### src/rtl/bsg_mcl_rx_pkt_serializer.sv
`default_nettype none
// ============================================================================
// Module   : bsg_mcl_rx_pkt_serializer
// Purpose  : Buffers wide upstream packets in a small circular buffer and
//            serializes each one into 32-bit words for the AXI-Lite rx FIFO
//            read port. Word 0 (the packet LSBs) is delivered first.
// Revision : 1.0 - initial release
// ----------------------------------------------------------------------------
// Parameters
//   pkt_width_p   packet width in bits (multiple of 32, >= 64)
//   els_p         packet buffer depth (power of two, >= 2)
// Ports
//   clk_i         single clock
//   reset_i       synchronous active-high reset
//   pkt_v_i       upstream packet valid
//   pkt_i         upstream packet
//   pkt_ready_o   buffer can accept a packet (no bypass when full)
//   rx_v_o        a 32-bit word is available
//   rx_data_o     current 32-bit word
//   rx_ready_i    downstream consumes the current word
//   words_avail_o count of unread 32-bit words
//   stall_cnt_o   count of upstream stall cycles
// Configuration
//   BSG_MCL_RX_STALL_CNT_EN  when defined, builds a saturating 32-bit counter
//                            of cycles with pkt_v_i=1 and pkt_ready_o=0;
//                            otherwise stall_cnt_o is tied to zero.
// ============================================================================
module bsg_mcl_rx_pkt_serializer #(
  parameter int pkt_width_p = 128,
  parameter int els_p       = 4,
  localparam int words_lp     = pkt_width_p / 32,
  localparam int cnt_width_lp = $clog2(els_p * words_lp + 1)
) (
  input  logic                    clk_i,
  input  logic                    reset_i,
  input  logic                    pkt_v_i,
  input  logic [pkt_width_p-1:0]  pkt_i,
  output logic                    pkt_ready_o,
  output logic                    rx_v_o,
  output logic [31:0]             rx_data_o,
  input  logic                    rx_ready_i,
  output logic [cnt_width_lp-1:0] words_avail_o,
  output logic [31:0]             stall_cnt_o
);

  localparam int ptr_width_lp  = $clog2(els_p);
  localparam int pcnt_width_lp = $clog2(els_p + 1);
  localparam int widx_width_lp = $clog2(words_lp);

  localparam logic [widx_width_lp-1:0] last_widx_lp = widx_width_lp'(words_lp - 1);
  localparam logic [pcnt_width_lp-1:0] full_cnt_lp  = pcnt_width_lp'(els_p);
  localparam logic [ptr_width_lp-1:0]  ptr_one_lp   = ptr_width_lp'(1);
  localparam logic [widx_width_lp-1:0] widx_one_lp  = widx_width_lp'(1);
  localparam logic [pcnt_width_lp-1:0] pcnt_one_lp  = pcnt_width_lp'(1);

  // --------------------------------------------------------------------------
  // Elaboration-time parameter legality
  // --------------------------------------------------------------------------
  if ((pkt_width_p % 32) != 0 || pkt_width_p < 64) begin : g_bad_width
    $error("pkt_width_p must be a multiple of 32 and at least 64");
  end

  if (els_p < 2 || (els_p & (els_p - 1)) != 0) begin : g_bad_els
    $error("els_p must be a power of two and at least 2");
  end

  // --------------------------------------------------------------------------
  // State
  // --------------------------------------------------------------------------
  logic [pkt_width_p-1:0]   mem [els_p];
  logic [ptr_width_lp-1:0]  head;
  logic [ptr_width_lp-1:0]  tail;
  logic [pcnt_width_lp-1:0] pkt_cnt;
  logic [widx_width_lp-1:0] widx;

  logic enq;
  logic deq_word;
  logic deq_pkt;

  // Both valid/ready outputs come purely from registered state, so there is
  // no combinational path from pkt_v_i to rx_v_o and no full-buffer bypass.
  assign pkt_ready_o = (pkt_cnt != full_cnt_lp);
  assign rx_v_o      = (pkt_cnt != '0);

  assign enq      = pkt_v_i & pkt_ready_o;
  assign deq_word = rx_v_o & rx_ready_i;
  assign deq_pkt  = deq_word & (widx == last_widx_lp);

  // --------------------------------------------------------------------------
  // Packet storage (intentionally not reset; occupancy is tracked by pkt_cnt)
  // --------------------------------------------------------------------------
  always_ff @(posedge clk_i) begin
    if (enq && !reset_i) begin
      mem[tail] <= pkt_i;
    end
  end

  // --------------------------------------------------------------------------
  // Pointers, occupancy and word index
  // --------------------------------------------------------------------------
  always_ff @(posedge clk_i) begin
    if (reset_i) begin
      tail <= '0;
    end else if (enq) begin
      // els_p is a power of two, so the natural wrap is the modulo.
      tail <= tail + ptr_one_lp;
    end
  end

  always_ff @(posedge clk_i) begin
    if (reset_i) begin
      head <= '0;
      widx <= '0;
    end else if (deq_word) begin
      if (widx == last_widx_lp) begin
        widx <= '0;
        head <= head + ptr_one_lp;
      end else begin
        widx <= widx + widx_one_lp;
      end
    end
  end

  always_ff @(posedge clk_i) begin
    if (reset_i) begin
      pkt_cnt <= '0;
    end else begin
      case ({enq, deq_pkt})
        2'b10:   pkt_cnt <= pkt_cnt + pcnt_one_lp;
        2'b01:   pkt_cnt <= pkt_cnt - pcnt_one_lp;
        default: pkt_cnt <= pkt_cnt;
      endcase
    end
  end

  // --------------------------------------------------------------------------
  // Word selection from the head packet
  // --------------------------------------------------------------------------
  logic [pkt_width_p-1:0] head_pkt;
  logic [31:0]            head_words [words_lp];

  assign head_pkt = mem[head];

  for (genvar i = 0; i < words_lp; i++) begin : g_words
    assign head_words[i] = head_pkt[i*32 +: 32];
  end

  // Selection depends only on head and widx, which move only on a word
  // handshake, so the word holds steady while the consumer stalls.
  assign rx_data_o = head_words[widx];

  // --------------------------------------------------------------------------
  // Unread word count for the monitor register
  // --------------------------------------------------------------------------
  assign words_avail_o = cnt_width_lp'(pkt_cnt) * cnt_width_lp'(words_lp)
                       - cnt_width_lp'(widx);

  // --------------------------------------------------------------------------
  // Optional upstream stall counter
  // --------------------------------------------------------------------------
`ifdef BSG_MCL_RX_STALL_CNT_EN
  logic [31:0] stall_cnt;

  always_ff @(posedge clk_i) begin
    if (reset_i) begin
      stall_cnt <= '0;
    end else if (pkt_v_i && !pkt_ready_o && (stall_cnt != 32'hFFFF_FFFF)) begin
      stall_cnt <= stall_cnt + 32'd1;
    end
  end

  assign stall_cnt_o = stall_cnt;
`else
  assign stall_cnt_o = 32'h0;
`endif

endmodule
`default_nettype wire

### config.mk
export PLATFORM = sky130hd
export DESIGN_NAME = bsg_mcl_rx_pkt_serializer
export DESIGN_NICKNAME = d
export VERILOG_FILES = /design/src/rtl/bsg_mcl_rx_pkt_serializer.sv
export SDC_FILE = /design/constraint.sdc
export NUM_CORES = 1
export LEC_CHECK = 0
export ABC_AREA = 1
export BUFFER_PORTS_ARGS = -buffer_cell sky130_fd_sc_hd__clkbuf_2
export CAP_MARGIN = 20
export CORE_ASPECT_RATIO = 1.25
export CORE_UTILIZATION = 36
export DETAILED_ROUTE_END_ITERATION = 8
export PLACE_DENSITY = 0.57
export SETUP_SLACK_MARGIN = 0.5
export SLEW_MARGIN = 20
export SYNTH_ARGS = -nofsm -noshare
export SYNTH_HDL_FRONTEND = slang
export SYNTH_SLANG_ARGS = --single-unit
export TNS_END_PERCENT = 5
### constraint.sdc
create_clock -name clk_i -period 8.5 [get_ports clk_i]
set_input_delay 0.425 -clock clk_i [delete_from_list [all_inputs] [get_ports clk_i]]
set_output_delay 0.425 -clock clk_i [all_outputs]
set_load 0.01 [all_outputs]
==> impl_metrics.py, run 1 <==
metrics = {
    "timing": {
        "worst_slew_pin_slew_ns": 1.10,
        "finalSetupViolCount": 0,
        "hold_slack_ns": 0.0440,
        "finalSetupTns_ns": 0,
        "clock_skew_ns": 0.0198,
        "slew_viol_final": 0,
        "finalHoldViolations": 0,
        "min_period_ns": 4.05,
        "rsz0062_at_grt": "no",
        "final.period_utilization": 0.476,
        "slew_headroom": 0.262,
        "fmax_mhz": 247,
    },
    "critical_path": {
        "start_kind": "flop",
        "critical_path_required_ns": 8.08,
        "cp-end-kind": "primary output",
        "cp_max_fo": 80,
        "arrival_ns": 3.62,
        "ff2ff_setup_slack_ns": 5.52,
        "worstSetupPathType": "reg -> out",
    },
    "logic_synthesis": {
        "synth_seq_cells": 523,
        "yosysSeqAreaShare": 0.673,
        "synth_area_mm2": 0.0232,
        "synth_area_per_cell_um2": 10.1,
        "synth_top_area_frac": 0.664,
        "synth_warnings": 0,
        "synth_area_leader_cell": "edfxtp_1",
        "syn_inst": 2305,
        "ys_types": 24,
        "ys_top_cells_by_area": "edfxtp_1, nand2_1, inv_1",
    },
    "cells_and_area": {
        "design.final.nets": 2581,
        "area_growth_syn_to_layout_pct": 13.1,
        "final_core_utilization": 0.413,
        "seqCellArea_mm2": 0.0156,
        "drive_gt1_frac": 0.113,
        "fillers": 6055,
        "multi_input_area_mm2": 0.00499,
    },
    "power_and_ir_drop": {
        "ir_worst_vdd_uv": 179,
        "power.leakage_nw": 11.7,
        "powerDensity_mw_per_mm2": 207,
        "total_power_w": 0.00543,
    },
    "floorplanning": {
        "die_w_um": 229,
        "rows": 103,
        "io_pins": 203,
        "initial_core_util": 0.365,
        "core_area_mm2": 0.0634,
        "die_h_um": 286,
        "die-area_mm2": 0.0654,
    },
    "route": {
        "wirelength_mm": 60.6,
        "drtAntennaViolNets": 0,
        "firstDrtPassIters": 5,
        "drt_iter0_markers": 1112,
        "wl_per_cell_um": 18.2,
        "routed_via_density": 4.63,
        "drc": 0,
        "vias": 15400,
    },
    "cts": {
        "clockBufferDepth": 3,
        "clock-root-buffer": "clkbuf_16",
        "hold_buffers": 0,
        "clk_latency_ns": 0.59,
        "htreeDepth": 2,
        "numCtsBuffers": 51,
        "path_clk_slew_ns": 0.06,
        "cts_tree": "built",
        "cts.sinks": 523,
        "post_cts_buffers": 0,
        "cts.repair.resized": 0,
    },
    "grt": {
        "grt_pass1_vias": 14900,
        "top_usage_layer": "met2",
        "grt_max_degree": 183,
        "grt_use_met1": 0.233,
        "grt_first_pass_wirelength_mm": 91.5,
        "antenna_found_initial": 26,
        "overflow": 0,
        "use_met3": 0.0347,
        "grt.total_usage": 0.185,
        "use_met2": 0.324,
    },
    "job": {
        "cap_violations": 0,
    },
    "placed_design": {
        "globalplace.congestion": 0.797,
        "dp_hpwl_mm": 37.1,
        "portBuffers": 170,
    },
    "worst_hold_path": {
        "min_path_type": "in -> reg",
    },
    "status": {
        "status": "finished, final reports clean",
    },
}
-- layer usage --
layer  vias to the layer above  share of wire
met5                         -         0.0014
met4                        12          0.027
met3                       127          0.056
met2                       436           0.51
met1                      7378           0.41
li1                       7442              -
-- state kept, by name, summed over array words and instances, names as in the netlist, named ones only --
signal   cells
tail         2
pkt_cnt      3
mem        512
head         2
widx         2
-- final cells by class --
| cell class | instances | area share |
|---|---|---|
| Timing Repair Buffer | 188 | 0.0398 |
| Sequential cell | 523 | 0.596 |
| Clock inverter | 30 | 0.00912 |
| Multi-Input combinational cell | 1177 | 0.190 |
| Inverter | 500 | 0.0722 |
| Tap cell | 840 | 0.0401 |
| Antenna cell | 3 | 0.000287 |
| Clock buffer | 64 | 0.0522 |
-- per-stage QoR --
stage | cells | setup slack (ns) | area (µm²)
finish | 3325 | 4.45 | 26200
global placement | 3226 | 5.09 | 24500
detailed placement | 3228 | 5.07 | 24600
CTS | 3322 | 4.41 | 26200
global route | 3323 | 4.16 | 26200
floorplan | 2336 | 1.59 | 23300
-- cells in the final DEF (no fill, tap or decap), types with 2 or more instances in the layout --
master / instances
nand2_1: 788
edfxtp_1: 512
inv_1: 488
nand3_1: 322
clkbuf_2: 170
clkbuf_16: 53
conb_1: 32
buf_4: 14
clkinv_1: 12
clkbuf_1: 11
inv_2: 10
a21oi_1: 9
clkinv_2: 9
ha_1: 7
dfxtp_1: 7
nor2_4: 6
nor2_1: 4
clkinvlp_4: 4
diode_2: 3
xor2_1: 3
bufinv_16: 3
buf_12: 3
dfxtp_4: 2
dfxtp_2: 2
-- logic make-up after synthesis --
kind of cell               share of synthesized area
AOI/OAI and AO/OA                            0.00259
other                                       0.000162
xor gates and xnor gates                     0.00151
adders and majority gates                    0.00464
DFF                                            0.673
and+or+nand+nor                                0.200
buffers and inverters                          0.118
-- worst max-delay path, stage by stage, from the launching register on --
cell and delay, ns:
dfxtp_4 0.60, buf_4 0.76, buf_4 0.75, nand2_1 0.14
nand3_1 0.12, nand3_1 0.09, nand3_1 0.13, nand2_1 0.15
clkbuf_2 0.16
-- cells in the mapped netlist --
| cell | n |
|---|---|
| or2_1 | 1 |
| a211oi_1 | 1 |
| conb_1 | 1 |
| inv_2 | 10 |
| buf_6 | 15 |
| clkbuf_1 | 11 |
| edfxtp_1 | 512 |
| fa_1 | 1 |
| buf_1 | 5 |
| buf_2 | 62 |
| ha_1 | 7 |
| xnor2_1 | 1 |
| nand2_1 | 788 |
| buf_4 | 43 |
| xor2_1 | 3 |
| nor2_2 | 2 |
| nor2_1 | 8 |
| o21a_1 | 1 |
| nor3_1 | 1 |
| inv_1 | 489 |
| inv_4 | 1 |
| a21oi_1 | 9 |
| nand3_1 | 322 |
| dfxtp_1 | 11 |
-- report_power, final --
part / leakage, nW / internal (W) / switching [W]
logic: 6.22 / 0.0000968 / 0.000230
registers: 4.74 / 0.00290 / 0.0000146
clock network: 0.777 / 0.00123 / 0.000961
-- path summary, 6_finish.rpt --
path,cells after the start,startpoint,to
setup / recovery,8,flop,rx_data_o[8]
hold / removal,1,pkt_i[8],mem[3][8]$_DFFE_PP_
setup reg to reg,6,pkt_cnt[0]$_SDFFE_PP0P_,mem[0][34]$_DFFE_PP_
hold reg to reg,2,head[0]$_SDFFE_PP0P_,flop
Power figures use the tool's default switching activity.
==> run 2: changes to the inputs <==
--- a/config.mk
+++ b/config.mk
@@ -11,7 +11,7 @@
 export CORE_ASPECT_RATIO = 1.25
 export CORE_UTILIZATION = 36
 export DETAILED_ROUTE_END_ITERATION = 8
-export PLACE_DENSITY = 0.57
+export PLACE_DENSITY = 0.59
 export SETUP_SLACK_MARGIN = 0.5
 export SLEW_MARGIN = 20
 export SYNTH_ARGS = -nofsm -noshare
==> constraint.sdc (replaced) <==
create_clock -name clk_i -period 3.3 [get_ports clk_i]
set_input_delay 0.165 -clock clk_i [delete_from_list [all_inputs] [get_ports clk_i]]
set_output_delay 0.165 -clock clk_i [all_outputs]
set_load 0.01 [all_outputs]
==> impl_metrics.py, run 2 (same netlist as run 1, synthesis figures left out) <==
metrics = {
    "critical_path": {
        "arrival_ns": 2.60,
        "critical_path_required_ns": 3.13,
        "cp-end-kind": "primary output",
        "worstSetupPathType": "reg -> out",
        "cp_max_fo": 98,
        "start_kind": "flop",
    },
    "cells_and_area": {
        "fillers": 5932,
        "final_area_mm2": 0.0278,
        "final_core_utilization": 0.439,
        "largest_reg_flops": 512,
        "layout_common_cells": "nand2_1, edfxtp_1, inv_1, nand3_1, clkbuf_2",
        "top_regs": "mem (512), pkt_cnt (3)",
        "mostFrequentLayoutCell": "nand2_1",
        "largest_register": "mem",
        "area_growth_syn_to_layout_pct": 20.1,
        "drive_gt1_frac": 0.116,
        "design.final.nets": 2722,
    },
    "timing": {
        "clock_skew_ns": 0.0288,
        "min_period_ns": 2.77,
        "finalHoldViolations": 0,
        "final.period_utilization": 0.838,
        "fmax_mhz": 361,
        "rsz0062_at_grt": "yes",
        "slew_viol_final": 0,
        "slew_headroom": 0.392,
        "finalSetupViolCount": 0,
        "worst_slew_pin_slew_ns": 0.912,
        "worst_slack_ns": 0.534,
        "finalSetupTns_ns": 0,
    },
    "floorplanning": {
        "die_h_um": 286,
        "initial_core_util": 0.365,
        "die_w_um": 229,
        "die-area_mm2": 0.0654,
        "io_pins": 203,
        "rows": 103,
        "core_area_mm2": 0.0634,
    },
    "cts": {
        "clock-root-buffer": "clkbuf_16",
        "clk_latency_ns": 0.60,
        "path_clk_slew_ns": 0.06,
        "cts.sinks": 523,
        "clockBufferDepth": 3,
        "htreeDepth": 2,
        "cts_tree": "built",
        "numCtsBuffers": 51,
    },
    "route": {
        "vias": 16100,
        "routed_via_density": 4.65,
        "drtAntennaViolNets": 0,
        "wl_per_cell_um": 17.9,
        "drt_iter0_markers": 1247,
        "firstDrtPassIters": 7,
        "wirelength_mm": 62.1,
        "drc": 0,
    },
    "job": {
        "cap_violations": 0,
    },
    "grt": {
        "grt_max_degree": 157,
        "overflow": 0,
        "grt.total_usage": 0.187,
        "grt_first_pass_wirelength_mm": 93.4,
        "grt_pass1_vias": 15200,
        "antenna_found_initial": 27,
    },
    "placed_design": {
        "pre_cts_ws_ns": 0.954,
        "portBuffers": 170,
        "globalplace.congestion": 0.821,
        "place_area_mm2": 0.0248,
        "dp_hpwl_mm": 39.2,
    },
    "worst_hold_path": {
        "min_path_type": "in -> reg",
    },
    "power_and_ir_drop": {
        "powerDensity_mw_per_mm2": 520,
        "power.leakage_nw": 12.4,
        "ir_worst_vdd_uv": 405,
        "total_power_w": 0.0145,
    },
    "status": {
        "status": "finished, final reports clean",
    },
}
==> run 2: report_power, final <==
part	internal, W	leakage [nW]	switching, W
clock network	0.00346	0.844	0.00251
logic	0.000356	6.85	0.000623
registers	0.00746	4.74	0.0000510
==> run 2: layer usage <==
layer,GRT usage,vias to the layer above,share of wire
met5,0,-,0.0016
met4,0.0530,16,0.027
met3,0.0277,133,0.053
met2,0.335,529,0.51
met1,0.235,7700,0.41
li1,-,7719,-
==> run 2: critical path, stage by stage, from the launching register on <==
cell and delay, ns:
dfxtp_4 0.65, buf_12 0.45, nand3_1 0.14, nand3_1 0.12, nand3_1 0.22, nand2_1 0.13
clkbuf_2 0.14
==> run 2: cell type report <==
cell class	instances	area (µm²)	share of cell area
clock inverters	31	368	0.0132
well taps	840	1050	0.0378
flip-flops and latches	523	15600	0.561
repair buffers	329	2550	0.0918
clock buffers	62	1340	0.0481
diodes	3	7.51	0.000270
multi-input cells	1177	5000	0.180
inverters	500	1890	0.0678
==> run 2: per-stage QoR <==
stage,std cells,hold slack [ns]
finish,3465,0.325
global route,3465,0.326
CTS,3462,0.300
detailed placement,3237,0.385
global placement,3237,0.379
floorplan,2336,0.264
==> run 2: worst paths after layout <==
| path | slack, ns | cells past startpoint | startpoint | end |
|---|---|---|---|---|
| max | 0.53 | 6 | flop | rx_data_o[16] |
| min | 0.33 | 2 | pkt_i[18] | mem[1][18]$_DFFE_PP_ |
| max reg2reg | 1.08 | 10 | widx[1]$_SDFFE_PP0N_ | pkt_cnt[2]$_SDFFE_PP0P_ |
| min reg2reg | 0.51 | 2 | head[1]$_SDFFE_PP0P_ | flop |
==> run 2: what timing repair did <==
action | 4_1_cts | 5_1_grt
gates resized for setup | 1 | 1
setup endpoints to repair | 24 | 29
setup buffers | 0 | 0
hold buffers | 132 | 0
hold endpoints to repair | 523 | 0
